<file path="src/rtl/id_ex_dual_issue.sv">
// ID/EX pipeline register for a dual-issue pair. Slot A feeds ALU A and slot B
// feeds ALU B. When B reads the rd that A writes in the same pair, the pair is
// split: A issues first, B is parked and issues one cycle later. B then takes
// A's result from fwd_a_data for whichever of its sources match.
module id_ex_dual_issue #(
  parameter int unsigned XLEN = 64,
  parameter int unsigned OPRW = 4,
  parameter int unsigned RW   = 5
) (
  input  logic            clk,
  input  logic            rst,
  input  logic            flush,
  input  logic            in_valid,
  output logic            in_ready,
  input  logic            in_a_v,
  input  logic            in_b_v,
  input  logic [OPRW-1:0] in_a_opr,
  input  logic [OPRW-1:0] in_b_opr,
  input  logic [XLEN-1:0] in_a_op1,
  input  logic [XLEN-1:0] in_a_op2,
  input  logic [XLEN-1:0] in_b_op1,
  input  logic [XLEN-1:0] in_b_op2,
  input  logic [RW-1:0]   in_a_rd,
  input  logic [RW-1:0]   in_a_rs1,
  input  logic [RW-1:0]   in_a_rs2,
  input  logic [RW-1:0]   in_b_rd,
  input  logic [RW-1:0]   in_b_rs1,
  input  logic [RW-1:0]   in_b_rs2,
  input  logic            in_a_we,
  input  logic            in_b_we,
  input  logic            out_ready,
  input  logic [XLEN-1:0] fwd_a_data,
  output logic            a_valid,
  output logic [OPRW-1:0] a_opr,
  output logic [XLEN-1:0] a_op1,
  output logic [XLEN-1:0] a_op2,
  output logic [RW-1:0]   a_rd,
  output logic            a_we,
  output logic            b_valid,
  output logic [OPRW-1:0] b_opr,
  output logic [XLEN-1:0] b_op1,
  output logic [XLEN-1:0] b_op2,
  output logic [RW-1:0]   b_rd,
  output logic            b_we
);

  typedef enum logic [0:0] {StRun, StSplit} state_e;

  state_e          state_q, state_d;
  logic            a_valid_q, a_valid_d, a_we_q, a_we_d;
  logic [OPRW-1:0] a_opr_q, a_opr_d;
  logic [XLEN-1:0] a_op1_q, a_op1_d, a_op2_q, a_op2_d;
  logic [RW-1:0]   a_rd_q, a_rd_d;
  logic            b_valid_q, b_valid_d, b_we_q, b_we_d;
  logic [OPRW-1:0] b_opr_q, b_opr_d;
  logic [XLEN-1:0] b_op1_q, b_op1_d, b_op2_q, b_op2_d;
  logic [RW-1:0]   b_rd_q, b_rd_d;
  // Parked slot B; source-match flags are resolved at capture against A's rd.
  logic [OPRW-1:0] hold_opr_q, hold_opr_d;
  logic [XLEN-1:0] hold_op1_q, hold_op1_d, hold_op2_q, hold_op2_d;
  logic [RW-1:0]   hold_rd_q, hold_rd_d;
  logic            hold_we_q, hold_we_d;
  logic            hold_m1_q, hold_m1_d, hold_m2_q, hold_m2_d;

  logic accept, hazard;
  // Slot A sources never matter here; A's operands arrive already resolved.
  logic unused_a_rs;
  assign unused_a_rs = ^{in_a_rs1, in_a_rs2};

  assign in_ready = out_ready & (state_q == StRun) & ~flush;
  assign accept   = in_valid & in_ready;
  assign hazard   = in_a_v & in_b_v & in_a_we & (in_a_rd != '0) &
                    ((in_b_rs1 == in_a_rd) | (in_b_rs2 == in_a_rd));

  // Next-state: flush first, then advance only when execute accepts.
  always_comb begin
    state_d    = state_q;
    a_valid_d  = a_valid_q;  a_we_d  = a_we_q;  a_opr_d = a_opr_q;
    a_op1_d    = a_op1_q;    a_op2_d = a_op2_q; a_rd_d  = a_rd_q;
    b_valid_d  = b_valid_q;  b_we_d  = b_we_q;  b_opr_d = b_opr_q;
    b_op1_d    = b_op1_q;    b_op2_d = b_op2_q; b_rd_d  = b_rd_q;
    hold_opr_d = hold_opr_q; hold_op1_d = hold_op1_q; hold_op2_d = hold_op2_q;
    hold_rd_d  = hold_rd_q;  hold_we_d  = hold_we_q;
    hold_m1_d  = hold_m1_q;  hold_m2_d  = hold_m2_q;
    if (flush) begin
      a_valid_d = 1'b0;
      a_we_d    = 1'b0;
      b_valid_d = 1'b0;
      b_we_d    = 1'b0;
      hold_we_d = 1'b0;
      state_d   = StRun;
    end else if (out_ready) begin
      unique case (state_q)
        StRun: begin
          if (accept) begin
            a_valid_d = in_a_v;
            a_we_d    = in_a_v & in_a_we;
            a_opr_d   = in_a_opr;
            a_op1_d   = in_a_op1;
            a_op2_d   = in_a_op2;
            a_rd_d    = in_a_rd;
            if (hazard) begin
              b_valid_d  = 1'b0;
              b_we_d     = 1'b0;
              hold_opr_d = in_b_opr;
              hold_op1_d = in_b_op1;
              hold_op2_d = in_b_op2;
              hold_rd_d  = in_b_rd;
              hold_we_d  = in_b_we;
              hold_m1_d  = (in_b_rs1 == in_a_rd);
              hold_m2_d  = (in_b_rs2 == in_a_rd);
              state_d    = StSplit;
            end else begin
              b_valid_d = in_b_v;
              b_we_d    = in_b_v & in_b_we;
              b_opr_d   = in_b_opr;
              b_op1_d   = in_b_op1;
              b_op2_d   = in_b_op2;
              b_rd_d    = in_b_rd;
            end
          end else begin
            a_valid_d = 1'b0;
            a_we_d    = 1'b0;
            b_valid_d = 1'b0;
            b_we_d    = 1'b0;
          end
        end
        StSplit: begin
          a_valid_d = 1'b0;
          a_we_d    = 1'b0;
          b_valid_d = 1'b1;
          b_we_d    = hold_we_q;
          b_opr_d   = hold_opr_q;
          b_op1_d   = hold_m1_q ? fwd_a_data : hold_op1_q;
          b_op2_d   = hold_m2_q ? fwd_a_data : hold_op2_q;
          b_rd_d    = hold_rd_q;
          state_d   = StRun;
        end
        default: state_d = StRun;
      endcase
    end
  end

  // State and output registers; reset clears everything asynchronously.
  always_ff @(posedge clk or posedge rst) begin
    if (rst) begin
      state_q    <= StRun;
      a_valid_q  <= 1'b0; a_we_q  <= 1'b0; a_opr_q <= '0;
      a_op1_q    <= '0;   a_op2_q <= '0;   a_rd_q  <= '0;
      b_valid_q  <= 1'b0; b_we_q  <= 1'b0; b_opr_q <= '0;
      b_op1_q    <= '0;   b_op2_q <= '0;   b_rd_q  <= '0;
      hold_opr_q <= '0;   hold_op1_q <= '0; hold_op2_q <= '0;
      hold_rd_q  <= '0;   hold_we_q  <= 1'b0;
      hold_m1_q  <= 1'b0; hold_m2_q  <= 1'b0;
    end else begin
      state_q    <= state_d;
      a_valid_q  <= a_valid_d; a_we_q  <= a_we_d;  a_opr_q <= a_opr_d;
      a_op1_q    <= a_op1_d;   a_op2_q <= a_op2_d; a_rd_q  <= a_rd_d;
      b_valid_q  <= b_valid_d; b_we_q  <= b_we_d;  b_opr_q <= b_opr_d;
      b_op1_q    <= b_op1_d;   b_op2_q <= b_op2_d; b_rd_q  <= b_rd_d;
      hold_opr_q <= hold_opr_d; hold_op1_q <= hold_op1_d; hold_op2_q <= hold_op2_d;
      hold_rd_q  <= hold_rd_d;  hold_we_q  <= hold_we_d;
      hold_m1_q  <= hold_m1_d;  hold_m2_q  <= hold_m2_d;
    end
  end

  assign a_valid = a_valid_q;
  assign a_opr   = a_opr_q;
  assign a_op1   = a_op1_q;
  assign a_op2   = a_op2_q;
  assign a_rd    = a_rd_q;
  assign a_we    = a_we_q;
  assign b_valid = b_valid_q;
  assign b_opr   = b_opr_q;
  assign b_op1   = b_op1_q;
  assign b_op2   = b_op2_q;
  assign b_rd    = b_rd_q;
  assign b_we    = b_we_q;

endmodule
</file>
<file path="config.mk">
export PLATFORM = sky130hd
export DESIGN_NAME = id_ex_dual_issue
export DESIGN_NICKNAME = d
export VERILOG_FILES = /design/src/rtl/id_ex_dual_issue.sv
export SDC_FILE = /design/constraint.sdc
export NUM_CORES = 1
export LEC_CHECK = 0
export ABC_AREA = 1
export BUFFER_PORTS_ARGS = -buffer_cell sky130_fd_sc_hd__buf_2
export CELL_PAD_IN_SITES_DETAIL_PLACEMENT = 0
export CELL_PAD_IN_SITES_GLOBAL_PLACEMENT = 2
export CORE_UTILIZATION = 30
export DETAILED_ROUTE_END_ITERATION = 10
export PLACE_DENSITY = 0.95
export SLEW_MARGIN = 40
export SYNTH_ARGS = -nofsm -noshare
export SYNTH_HDL_FRONTEND = slang
export SYNTH_SLANG_ARGS = --single-unit
</file>
<file path="constraint.sdc">
create_clock -name clk -period 28.9 [get_ports clk]
set_input_delay 5.78 -clock clk [delete_from_list [all_inputs] [get_ports clk]]
set_output_delay 5.78 -clock clk [all_outputs]
set_load 0.1 [all_outputs]
</file>
==> impl_metrics.yaml <==
outcome:
  run_status: "complete, no violations"
layout:
  layout-drive-gt1-share_pct: 23.4
  area_growth_syn_to_layout_pct: 27.3
  mostFrequentLayoutCells: "sky130_fd_sc_hd__nand2_1, sky130_fd_sc_hd__buf_2, sky130_fd_sc_hd__inv_1"
  instances_no_fill: 4308
  final_nets: 3690
  finish.utilization_pct: 38.7
  mostFrequentLayoutCell: "sky130_fd_sc_hd__nand2_1"
synth:
  register_bit_count_reported_by_yosys: 419
  synthCells: 2801
  synthDistinctLibCells: 24
  synth_seq_area_share_pct: 50.2
  synth_top_cells_by_area: "sky130_fd_sc_hd__dfrtp_1, sky130_fd_sc_hd__nand2_1, sky130_fd_sc_hd__inv_1"
  synthDominantAreaCellType: "sky130_fd_sc_hd__dfrtp_1"
  synth_area_per_inst_um2: 7.45
  synth_fp_nets: 3168
  netlist_area_um2: 20900
  synth_warnings: 0
  synthDominantCellAreaShare_pct: 50.2
setup_path:
  regToRegSetupSlack_ns: 25.80
  worstSetupStartpointType: "input pin"
  critPathKind: "input pin to primary output"
  crit_path_max_fanout: 14
  rr_worst_depth: 8
  worst_r2r_startpoint: "state_q$_DFFE_PP0N_"
  cp-end-kind: "primary output"
  rr_endpoint: "b_op1[29]$_DFFE_PP0P_"
  cp.arrival_ns: 6.89
  critical_path_required_ns: 23.12
sta:
  setup_total_negative_slack_ns: 0
  max_freq_mhz: 78.9
  post-route-worst-setup-slack_ns: 16.23
  timing.hold.ws_ns: 0.461
  finClkSkew_ns: 0.0341
  worst_slew_margin_rel_pct: 42.1
  setup_violations: 0
  grt_setup_unrepaired: "no"
  final.period_utilization_pct: 43.8
  final.min_clock_period_ns: 12.67
  final_max_slew_viol_count: 0
  timing_worst_slew_pin_value_ns: 0.868
  hold_viol: 0
min_path:
  holdPathStages: 2
  holdCritPathClass: "flip-flop to flip-flop"
  worst_hold_path.endpoint: "b_op1[26]$_DFFE_PP0P_"
  hold_start: "b_op1[26]$_DFFE_PP0P_"
drt:
  routed_via_density: 4.49
  ant_nets: 0
  routed-via-count: 19300
  detail_route.wirelength_mm: 75.8
  first_iter_violations: 1421
  routed_wire_length_per_instance_um: 17.6
  drtPass1Iterations: 5
  detail_route.drc_violations: 0
placement:
  preCtsSetupSlack_ns: 16.23
  routability_congestion_estimate_from_global_placement: 0.861
  dp_cells: 4199
  dp.final_hpwl_mm: 52.7
  io_buffers: 635
cts:
  cts.repair_timing.setup_buffer_count: 0
  cts_buffers: 51
  clock-sinks: 419
  cts_tree: "yes"
  cts.htree.levels: 2
  cts-root-to-sink-buffers: 3
  cts_hold_buffers: 0
  clk_latency_ns: 0.62
  cts_root_buffer: "sky130_fd_sc_hd__clkbuf_16"
  clk_pin_slew_ns: 0.06
  cts-resized-gates: 0
global_route:
  overflow: 0
  antenna_found_initial: 36
  pin_count_of_the_biggest_net_entering_global_routing: 117
  grt_use_total_pct: 21.3
  grt_pass1_vias: 18700
  global_route_wire_length_before_repair_mm: 116
floorplan:
  num_io_pins: 646
  floorplan.core_area_um2: 68700
  core.rowCount: 96
  die_w_um: 266
  floorplan.die.height_um: 266
  start_util_pct: 30.4
  die_area_um2: 70600
flow_run:
  maxCapViolCount: 0
power_and_ir_drop:
  vdd.ir_drop.worst_uv: 54.4
  total_leakage_power_nw: 14.5
  power-per-cell-area_nw_per_um2: 79.4
## layout make-up
class | instances | area [um2]
fillers | 7395 | 42100
flip-flops and latches | 419 | 10500
multi-input cells | 1690 | 7650
repair buffers | 663 | 3520
inverters | 498 | 1880
clock buffers | 65 | 1450
well taps | 931 | 1160
clock inverters | 27 | 368
diodes | 15 | 37.5
## cells in the mapped netlist
cell / count
sky130_fd_sc_hd__nand2_1: 989
sky130_fd_sc_hd__inv_1: 481
sky130_fd_sc_hd__dfrtp_1: 419
sky130_fd_sc_hd__o21ai_0: 199
sky130_fd_sc_hd__nand4_1: 139
sky130_fd_sc_hd__nor2_1: 139
sky130_fd_sc_hd__o211ai_1: 128
sky130_fd_sc_hd__clkbuf_1: 105
sky130_fd_sc_hd__o21ai_1: 75
sky130_fd_sc_hd__buf_2: 39
sky130_fd_sc_hd__buf_1: 23
sky130_fd_sc_hd__buf_4: 16
sky130_fd_sc_hd__inv_2: 16
sky130_fd_sc_hd__buf_6: 11
sky130_fd_sc_hd__o21ai_2: 7
sky130_fd_sc_hd__nand3_1: 6
sky130_fd_sc_hd__xnor2_1: 2
sky130_fd_sc_hd__a22o_1: 1
sky130_fd_sc_hd__a32o_1: 1
sky130_fd_sc_hd__clkinv_1: 1
sky130_fd_sc_hd__nand2_2: 1
sky130_fd_sc_hd__nand3_2: 1
sky130_fd_sc_hd__nor2_4: 1
sky130_fd_sc_hd__nor3_2: 1
## worst max-delay path: stages
cell and delay, ns:
sky130_fd_sc_hd__buf_2 0.12, sky130_fd_sc_hd__nor2_4 0.36, sky130_fd_sc_hd__inv_2 0.10, sky130_fd_sc_hd__nor2_1 0.09
sky130_fd_sc_hd__buf_2 0.43
## per-stage QoR
stage          area (um2)  power [mW]
2_1_floorplan       20900        1.27
3_3_place_gp        24500        1.42
4_1_cts             26500        2.13
3_5_place_dp        24700        1.42
5_1_grt             26600        2.19
6_report            26600        2.11
## cells by family (layout without fill, tap and decap cells)
| group | count (synthesis) | in the layout | share of synthesized area, % |
|---|---|---|---|
| buffers and inverters | 692 | 1253 | 13.4 |
| AOI/OAI and AO/OA | 411 | 411 | 11.6 |
| xor gates and xnor gates | 2 | 2 | 0.0839 |
| other | 0 | 15 | 0 |
| and+or+nand+nor | 1277 | 1277 | 24.8 |
| DFF | 419 | 419 | 50.2 |
## flip-flops by register name, summed over array words and instances (netlist names)
register and cells:
b_valid 1, a_opr 4, hold_opr_q 4, hold_we_q 1
hold_op1_q 64, a_op1 64, a_rd 5, state_q 1
hold_m2_q 1, b_op1 64, a_valid 1, a_op2 64
b_rd 5, hold_op2_q 64, hold_rd_q 5, b_we 1
a_we 1, hold_m1_q 1, b_opr 4, b_op2 64
## layer usage
metal	GRT usage [%]	wire [um]
met5	0	199
met4	5.95	1940
met3	5.03	4870
met2	34.6	35300
met1	28.2	33500
## worst max path at each step
stage / from / end / slack [ns] / cells after the start
global placement: flush / in_ready / 16.21 / 5
CTS: flush / in_ready / 16.23 / 5
floorplan: rst / a_op1[0]$_DFFE_PP0P_ / 11.46 / 1
detailed placement: flush / in_ready / 16.23 / 5
global route: flush / in_ready / 16.16 / 5
finish: flush / in_ready / 16.23 / 5
## power by group
part	leakage [nW]	total, mW	internal, mW	switching (mW)
Sequential	4.75	0.696	0.658	0.0379
Combinational	8.89	0.712	0.100	0.611
Clock	0.889	0.701	0.419	0.283
Total	14.5	2.11	1.18	0.932
Power figures use the tool's default switching activity.
